`src/rtl/lsu_exec.sv`:
```
// Load/store execution unit: takes one memory micro-op from the MEM issue port, performs the
// access on a variable-latency data port, broadcasts load results on the CDB and reports completion.
module lsu_exec #(
   parameter int XLEN = 32,
   parameter int TAGW = 6
) (
   input  logic            clk,
   input  logic            rst,
   input  logic            mem_issue_valid,
   input  logic [TAGW-1:0] mem_rd,
   input  logic [TAGW-1:0] mem_rob_num,
   input  logic [XLEN-1:0] mem_scr1_data,
   input  logic [XLEN-1:0] mem_scr2_data,
   input  logic [XLEN-1:0] mem_imm,
   input  logic            mem_rd_en,
   input  logic            mem_wr_en,
   input  logic [1:0]      mem_size,
   input  logic            mem_reg_write,
   output logic            mem2iq_ready,
   output logic            dmem_req,
   output logic            dmem_we,
   output logic [XLEN-1:0] dmem_addr,
   output logic [3:0]      dmem_be,
   output logic [XLEN-1:0] dmem_wdata,
   input  logic            dmem_ack,
   input  logic [XLEN-1:0] dmem_rdata,
   output logic            cdb_req,
   input  logic            cdb_gnt,
   output logic [TAGW-1:0] cdb_tag,
   output logic [XLEN-1:0] cdb_data,
   output logic            lsu2rob_done,
   output logic [TAGW-1:0] lsu2rob_num,
   output logic            lsu2rob_exc
);

   typedef enum logic [1:0] {IDLE, MEM, WB, DONE} state_t;

   state_t                 state_q, state_d;
   logic [XLEN-1:0]        ea;
   logic                   accept, has_access, mis;

   logic [XLEN-1:0]        addr_p1, wdata_p1;
   logic [3:0]             be_p1;
   logic                   we_p1, exc_p1, wb_p1;
   logic [TAGW-1:0]        rob_p1, tag_p1;
   logic [1:0]             size_p1, lane_p1;
   logic signed [XLEN-1:0] cdb_data_p2;

   function automatic logic misaligned(input logic [1:0] size, input logic [1:0] lane);
      case (size)
         2'b00:   return 1'b0;
         2'b01:   return lane[0];
         default: return lane != 2'b00;
      endcase
   endfunction

   function automatic logic [3:0] lane_be(input logic [1:0] size, input logic [1:0] lane);
      case (size)
         2'b00:   return 4'b0001 << lane;
         2'b01:   return 4'b0011 << lane;
         default: return 4'b1111;
      endcase
   endfunction

   function automatic logic [XLEN-1:0] lane_wdata(input logic [1:0] size, input logic [XLEN-1:0] data);
      case (size)
         2'b00:   return {(XLEN/8){data[7:0]}};
         2'b01:   return {(XLEN/16){data[15:0]}};
         default: return data;
      endcase
   endfunction

   function automatic logic signed [XLEN-1:0] load_ext(input logic [1:0] size, input logic [1:0] lane,
                                                       input logic [XLEN-1:0] word);
      logic [XLEN-1:0] sh;
      sh = word >> {lane, 3'b000};
      case (size)
         2'b00:   load_ext = {{(XLEN-8){sh[7]}}, sh[7:0]};
         2'b01:   load_ext = {{(XLEN-16){sh[15]}}, sh[15:0]};
         default: load_ext = word;
      endcase
   endfunction

   assign ea         = mem_scr1_data + mem_imm;
   assign accept     = mem_issue_valid && (state_q == IDLE);
   assign has_access = mem_rd_en | mem_wr_en;
   assign mis        = has_access & misaligned(mem_size, ea[1:0]);

   always_ff @(posedge clk or posedge rst) begin
      if (rst) state_q <= IDLE;
      else     state_q <= state_d;
   end

   // p1: operand fields latched at accept; p2: load result captured on ack
   always_ff @(posedge clk or posedge rst) begin
      if (rst) begin
         addr_p1     <= '0;
         be_p1       <= '0;
         wdata_p1    <= '0;
         we_p1       <= 1'b0;
         exc_p1      <= 1'b0;
         wb_p1       <= 1'b0;
         rob_p1      <= '0;
         tag_p1      <= '0;
         cdb_data_p2 <= '0;
      end else begin
         if (accept) begin
            addr_p1  <= {ea[XLEN-1:2], 2'b00};
            be_p1    <= lane_be(mem_size, ea[1:0]);
            wdata_p1 <= lane_wdata(mem_size, mem_scr2_data);
            we_p1    <= mem_wr_en;
            exc_p1   <= mis;
            wb_p1    <= mem_rd_en & ~mem_wr_en & mem_reg_write;
            rob_p1   <= mem_rob_num;
            tag_p1   <= mem_rd;
         end
         if (state_q == MEM && dmem_ack && wb_p1)
            cdb_data_p2 <= load_ext(size_p1, lane_p1, dmem_rdata);
      end
   end

   always_ff @(posedge clk) begin
      if (accept) begin
         size_p1 <= mem_size;
         lane_p1 <= ea[1:0];
      end
   end

   always_comb begin
      state_d      = state_q;
      mem2iq_ready = 1'b0;
      dmem_req     = 1'b0;
      dmem_we      = 1'b0;
      cdb_req      = 1'b0;
      lsu2rob_done = 1'b0;
      lsu2rob_exc  = 1'b0;
      case (state_q)
         IDLE: begin
            mem2iq_ready = 1'b1;
            if (accept) state_d = (mis || !has_access) ? DONE : MEM;
         end
         MEM: begin
            dmem_req = 1'b1;
            dmem_we  = we_p1;
            if (dmem_ack) state_d = wb_p1 ? WB : DONE;
         end
         WB: begin
            cdb_req = 1'b1;
            if (cdb_gnt) state_d = DONE;
         end
         DONE: begin
            lsu2rob_done = 1'b1;
            lsu2rob_exc  = exc_p1;
            state_d      = IDLE;
         end
         default: state_d = IDLE;
      endcase
   end

   assign dmem_addr   = addr_p1;
   assign dmem_be     = be_p1;
   assign dmem_wdata  = wdata_p1;
   assign cdb_tag     = tag_p1;
   assign cdb_data    = cdb_data_p2;
   assign lsu2rob_num = rob_p1;

endmodule

```
`config.mk`:
```
export PLATFORM = sky130hd
export DESIGN_NAME = lsu_exec
export DESIGN_NICKNAME = d
export VERILOG_FILES = /design/src/rtl/lsu_exec.sv
export SDC_FILE = /design/constraint.sdc
export NUM_CORES = 1
export LEC_CHECK = 0
export ABC_CLOCK_PERIOD_IN_PS = 5210
export CAP_MARGIN = 20
export CORE_MARGIN = 2
export CORE_UTILIZATION = 46
export CTS_BUF_LIST = sky130_fd_sc_hd__clkbuf_8
export CTS_CLUSTER_DIAMETER = 60
export DETAILED_ROUTE_END_ITERATION = 8
export GPL_TIMING_DRIVEN = 0
export PLACE_DENSITY_LB_ADDON = 0.3
export SYNTH_ARGS = -nofsm -noshare
export SYNTH_HDL_FRONTEND = slang
export SYNTH_SLANG_ARGS = --single-unit
```
`constraint.sdc`:
```
create_clock -name clk -period 5.21 [get_ports clk]
set_clock_uncertainty 0.05 [all_clocks]
set_input_delay 1.3025 -clock clk [delete_from_list [all_inputs] [get_ports clk]]
set_output_delay 1.3025 -clock clk [all_outputs]
set_load 0.02 [all_outputs]
```
# Yosys cells after proc, flatten, opt, wreduce, memory -nomap -nowiden
# Cells that the tools add are included.
[totals]
ff_bits = 119
inputBits = 150
word_cells = 55
[op_classes]
add_sub_neg = 1
n_eq_ne = 8
n_shift = 3
n_mux = 16
bitwise_logic = 5
n_reduce_logical = 10
[ops]
columns = ["operator", "count"]
rows = [
  ["$pmux 32 s2", 2],
  ["$add 32x32->32", 1],
  ["$shr 32x5->16", 1],
  ["$mux 2", 4],
  ["$pmux 2 s4", 1],
  ["$pmux 4 s2", 1],
  ["$mux 1", 7],
  ["$eq 2x1->1 const B", 3],
  ["$logic_not 2->1", 3],
  ["$ne 2x2->1 const B", 3],
  ["$eq 2x2->1 const B", 2],
  ["$shl 1x2->4 const A", 1],
  ["$shl 2x2->4 const A", 1],
  ["$and 1x1->1", 3],
  ["$logic_and 1x1->1", 3],
  ["$reduce_and 3->1", 1],
  ["$pmux 1 s2", 1],
  ["$reduce_bool 2->1", 1],
  ["$logic_not 1->1", 1],
  ["$logic_or 1x1->1", 1],
  ["$not 1->1", 1],
  ["$or 1x1->1", 1],
]

# Longest topological paths before layout
[logic_depth]
ltp_word = 8
mapped_depth = 10

# Least setup slack after synthesis
# OpenSTA, ideal clock, no wires.
[synth_path]
path_kind = "in2reg"
from = "input mem_scr1_data[0]"
to = "register addr_p1[30], in the netlist dmem_addr[30]"
setup_time_ns = 0.127
t_arrival_ns = 3.495
required_ns = 5.033
slack_ns = 1.538
path_stages = 10
path_buffers = 0
cell_sequence = "ha_1 inv_1 fa_1 and2b_1 o2111a_1 nor3_1 or4_4 a2111oi_4 or3_1 nand3_1"
[synth_via]
elab_chain_len = 1
[synth_lines]
columns = ["element", "line_no", "source"]
rows = [
  ["start, declared", "12", "input logic [XLEN-1:0] mem_scr1_data,"],
  ["$add 32x32->32", "84", "assign ea = mem_scr1_data + mem_imm;"],
  ["end signal, assigned", "108", "addr_p1 <= {ea[XLEN-1:2], 2'b00};"],
  ["end, declared", "42", "logic [XLEN-1:0] addr_p1, wdata_p1;"],
]
# No other way between the ends.
# A chain may end at the register's enable or synchronous reset.

# Worst setup path in the final report
# Ends and elaborated chain as after synthesis.

==> run metrics <==
CP startpoint mem_scr1_data[0]; CTS root buf clkbuf_8; Post-synth top flop dfrtp_1; vias in the first global route approximately 7,000; Hold-fix buffers, CTS 0; worst path required time around 5.5 ns; crit path cell chain clkdlybuf4s50_1, ha_1, inv_1, fa_1, and2b_1, o2111a_1, nor3_1, or4_4, a2111oi_4, or3_1, nand3_1; Startpoint Class primary input; # fillers 1,259; status complete, no violations; Cells after Synth a little over 800; Top Family by Delay on Critical Path simple AND/OR/NAND/NOR gates; measured slew at the worst slew-check pin approximately 0.94 ns; Slew HR 0.369; GRT Util Overall 0.279; P&R area growth vs syn 46.8%; Pwr Density about 470 mW/mm²; Synth cell types between 70 and 80; max-slew violation count 0; Sinks on Clock Net 119; multi-input logic area ~0.0038 mm²; Worst-path clk slew roughly 0.080 ns; std cell rows 45; CP Data Arrival Time roughly 4.2 ns; CORE AREA roughly 0.015 mm²; share of cells above drive strength 1 0.0512; Final Util 0.686; Clk network pwr share 0.168; Max-cap violations 0; CP endpoint kind register; grt ovf 0; die area between 0.015 and 0.02 mm²; worst hold path type register to register; post-CTS resize count 0; Critical Path Max Stage Delay roughly 0.60 ns; placed insts about 1,300; RR Startpoint state_q[0]$_DFFE_PP0P_; Worst-Skew Late Latency ~0.44 ns; DPL Wire Length approximately 18,000 µm; RSZ-0062 raised after global routing false; worst setup path end dmem_addr[30]$_DFFE_PP0P_; Min Clock Period, post-route about 4 ns; hold slack around 0.43 ns; Ys Warns 0; ANT nets after route 0; DRC 0; initial antenna violation count 1; Post-Route WL approximately 23,000 µm; Die Height 128 µm; Yosys reg bits 119; Psw roughly 2000 µW; VDD IR max approximately 0.27 mV; CP max FO 3; largest net degree at the start of global routing 84; RD Place Congestion 0.928; FF-to-FF End lane_p1[0]$_DFFE_PP_; Final Instance Count excl. Fillers 1,301; Post-CTS Setup Inserts 0; routed len/inst approximately 17 µm; vias just over 7,000; # diodes 0; EDFF count, synth 4; vias per std cell approximately 5.5; WP depth 11; Final #Nets 1,286; chip width between 100 and 150 µm; CTS tree built; ratio of final minimum period to clock period 0.753; Combinational Power Share 0.511; reg2reg setup slack 2.26 ns; CP max-delay cell or4_4; average cell area after synthesis slightly below 9 µm²; Crit Path Class primary input to register; first-iteration detailed-routing DRC count ~390; WP buf/inv 2; first-pass GRT wire length roughly 36,000 µm; Initial Util 0.467; # port buffers 265; Cell Area, Synth 0.00708 mm²; Clock Tree Buf Depth 2; Worst Reg2Reg Path Length in Cells 7; Pint 2830 µW; Max Freq 0.255 GHz; Net Sw Frac 0.418; H-tree depth 4; Lkg Pwr around 0.0046 µW; cts bufs inserted 17; Setup-failing EPs final 0; drt pass-1 iters 4; Seq pwr share 0.321; final hold vios 0; asr flop ratio synth 0.966; flip-flop and latch area about 0.003 mm²; Seq/Total Area, Yosys 0.423; I/O pin count roughly 270
[cells by family after synthesis]
group | share of synthesized area
compound gates | 0.200
xor+xnor | 0.0272
fa+ha+maj | 0.0647
buf+inv | 0.0371
flops | 0.423
mux | 0.0483
other cells | 0.000530
simple gates | 0.199
[worst reg2reg max path, stage by stage, from the launching register on]
cell and delay (ns):
dfrtp_1 0.44, inv_1 0.11, ha_1 0.30, nand2_1 0.17, clkbuf_1 0.28, inv_1 0.21
clkbuf_1 0.43, buf_1 0.59
[power groups by stage]
| stage | sequential, µW | combinational [µW] | clock, µW |
|---|---|---|---|
| after floorplan | 2000 | 825 | 0 |
| after global routing | 1610 | 2690 | 872 |
| after CTS | 1560 | 2500 | 832 |
| after global placement | 1560 | 2450 | 0 |
| after detailed placement | 1570 | 2490 | 0 |
| final | 1560 | 2490 | 818 |
[stage by stage]
stage / cell area, µm² / total power, µW / setup TNS [ns] / worst slack, ns
after floorplan: 7080 / 2830 / 0 / 0.813
after global placement: 9970 / 4010 / -122.11 / -1.07
after detailed placement: 10000 / 4060 / 0 / 0.824
after CTS: 10400 / 4890 / 0 / 1.30
after global routing: 10400 / 5170 / 0 / 1.16
final: 10400 / 4870 / 0 / 1.29
[synth_stat cells (all sizes together) (8+ instances only)]
cell    instances  area share
xor2           11       0.014
buf            14      0.0099
nand2         173       0.092
o21ai          82       0.059
a21oi          50       0.036
xnor2          11       0.014
nor2           54       0.029
a21o           10       0.011
clkbuf         30       0.016
mux2i          33       0.047
dfrtp         115        0.41
nor2b          24       0.021
o22ai           9      0.0080
ha             35       0.062
inv            21       0.011
o31ai          28       0.030
nand3          18       0.013
nor3            8      0.0064
[final cells by class]
type,instances,area share
Sequential cell,119,0.288
Tap cell,188,0.0226
Timing Repair Buffer,267,0.259
Multi-Input combinational cell,630,0.368
Inverter,21,0.00807
Clock buffer,17,0.0225
Buffer,44,0.0177
Clock inverter,15,0.0142
[cells in the final DEF, fill, tap and decap left out, types with 10 or more instances in the layout]
master / n
a21o_1: 10
a21oi_1: 49
clkbuf_1: 29
clkbuf_8: 17
clkdlybuf4s50_1: 265
dfrtp_1: 115
ha_1: 35
inv_1: 20
mux2i_1: 33
nand2_1: 173
nand3_1: 17
nor2_1: 54
nor2b_1: 24
o21ai_0: 76
o31ai_1: 28
xnor2_1: 11
xor2_1: 11
[metal layers]
metal / vias up / wire, µm / global-route usage
met5: - / 13 / 0
met4: 2 / 633 / 0.101
met3: 43 / 1580 / 0.0693
met2: 307 / 11100 / 0.473
met1: 3400 / 9370 / 0.347
li1: 3427 / - / -
[state kept, by name, indices dropped and copies added (netlist names)]
register	cells
lane_p1	2
cdb_tag	6
lsu2rob_num	6
dmem_wdata	32
exc_p1	1
state_q	2
we_p1	1
dmem_addr	30
dmem_be	4
size_p1	2
wb_p1	1
cdb_data	32
[worst min-delay path by stage]
stage                                    from                   endpoint  slack [ns]  depth (start not counted)
floorplan                   we_p1$_DFFE_PP0P_          we_p1$_DFFE_PP0P_        0.39                          2
finish                 cdb_tag[4]$_DFFE_PP0P_     cdb_tag[4]$_DFFE_PP0P_        0.43                          2
global placement            we_p1$_DFFE_PP0P_          we_p1$_DFFE_PP0P_        0.40                          2
global route         cdb_data[28]$_DFFE_PP0P_   cdb_data[28]$_DFFE_PP0P_        0.45                          2
detailed placement  dmem_wdata[1]$_DFFE_PP0P_  dmem_wdata[1]$_DFFE_PP0P_        0.41                          2
CTS                         we_p1$_DFFE_PP0P_          we_p1$_DFFE_PP0P_        0.43                          2
Power figures use the tool's default switching activity.
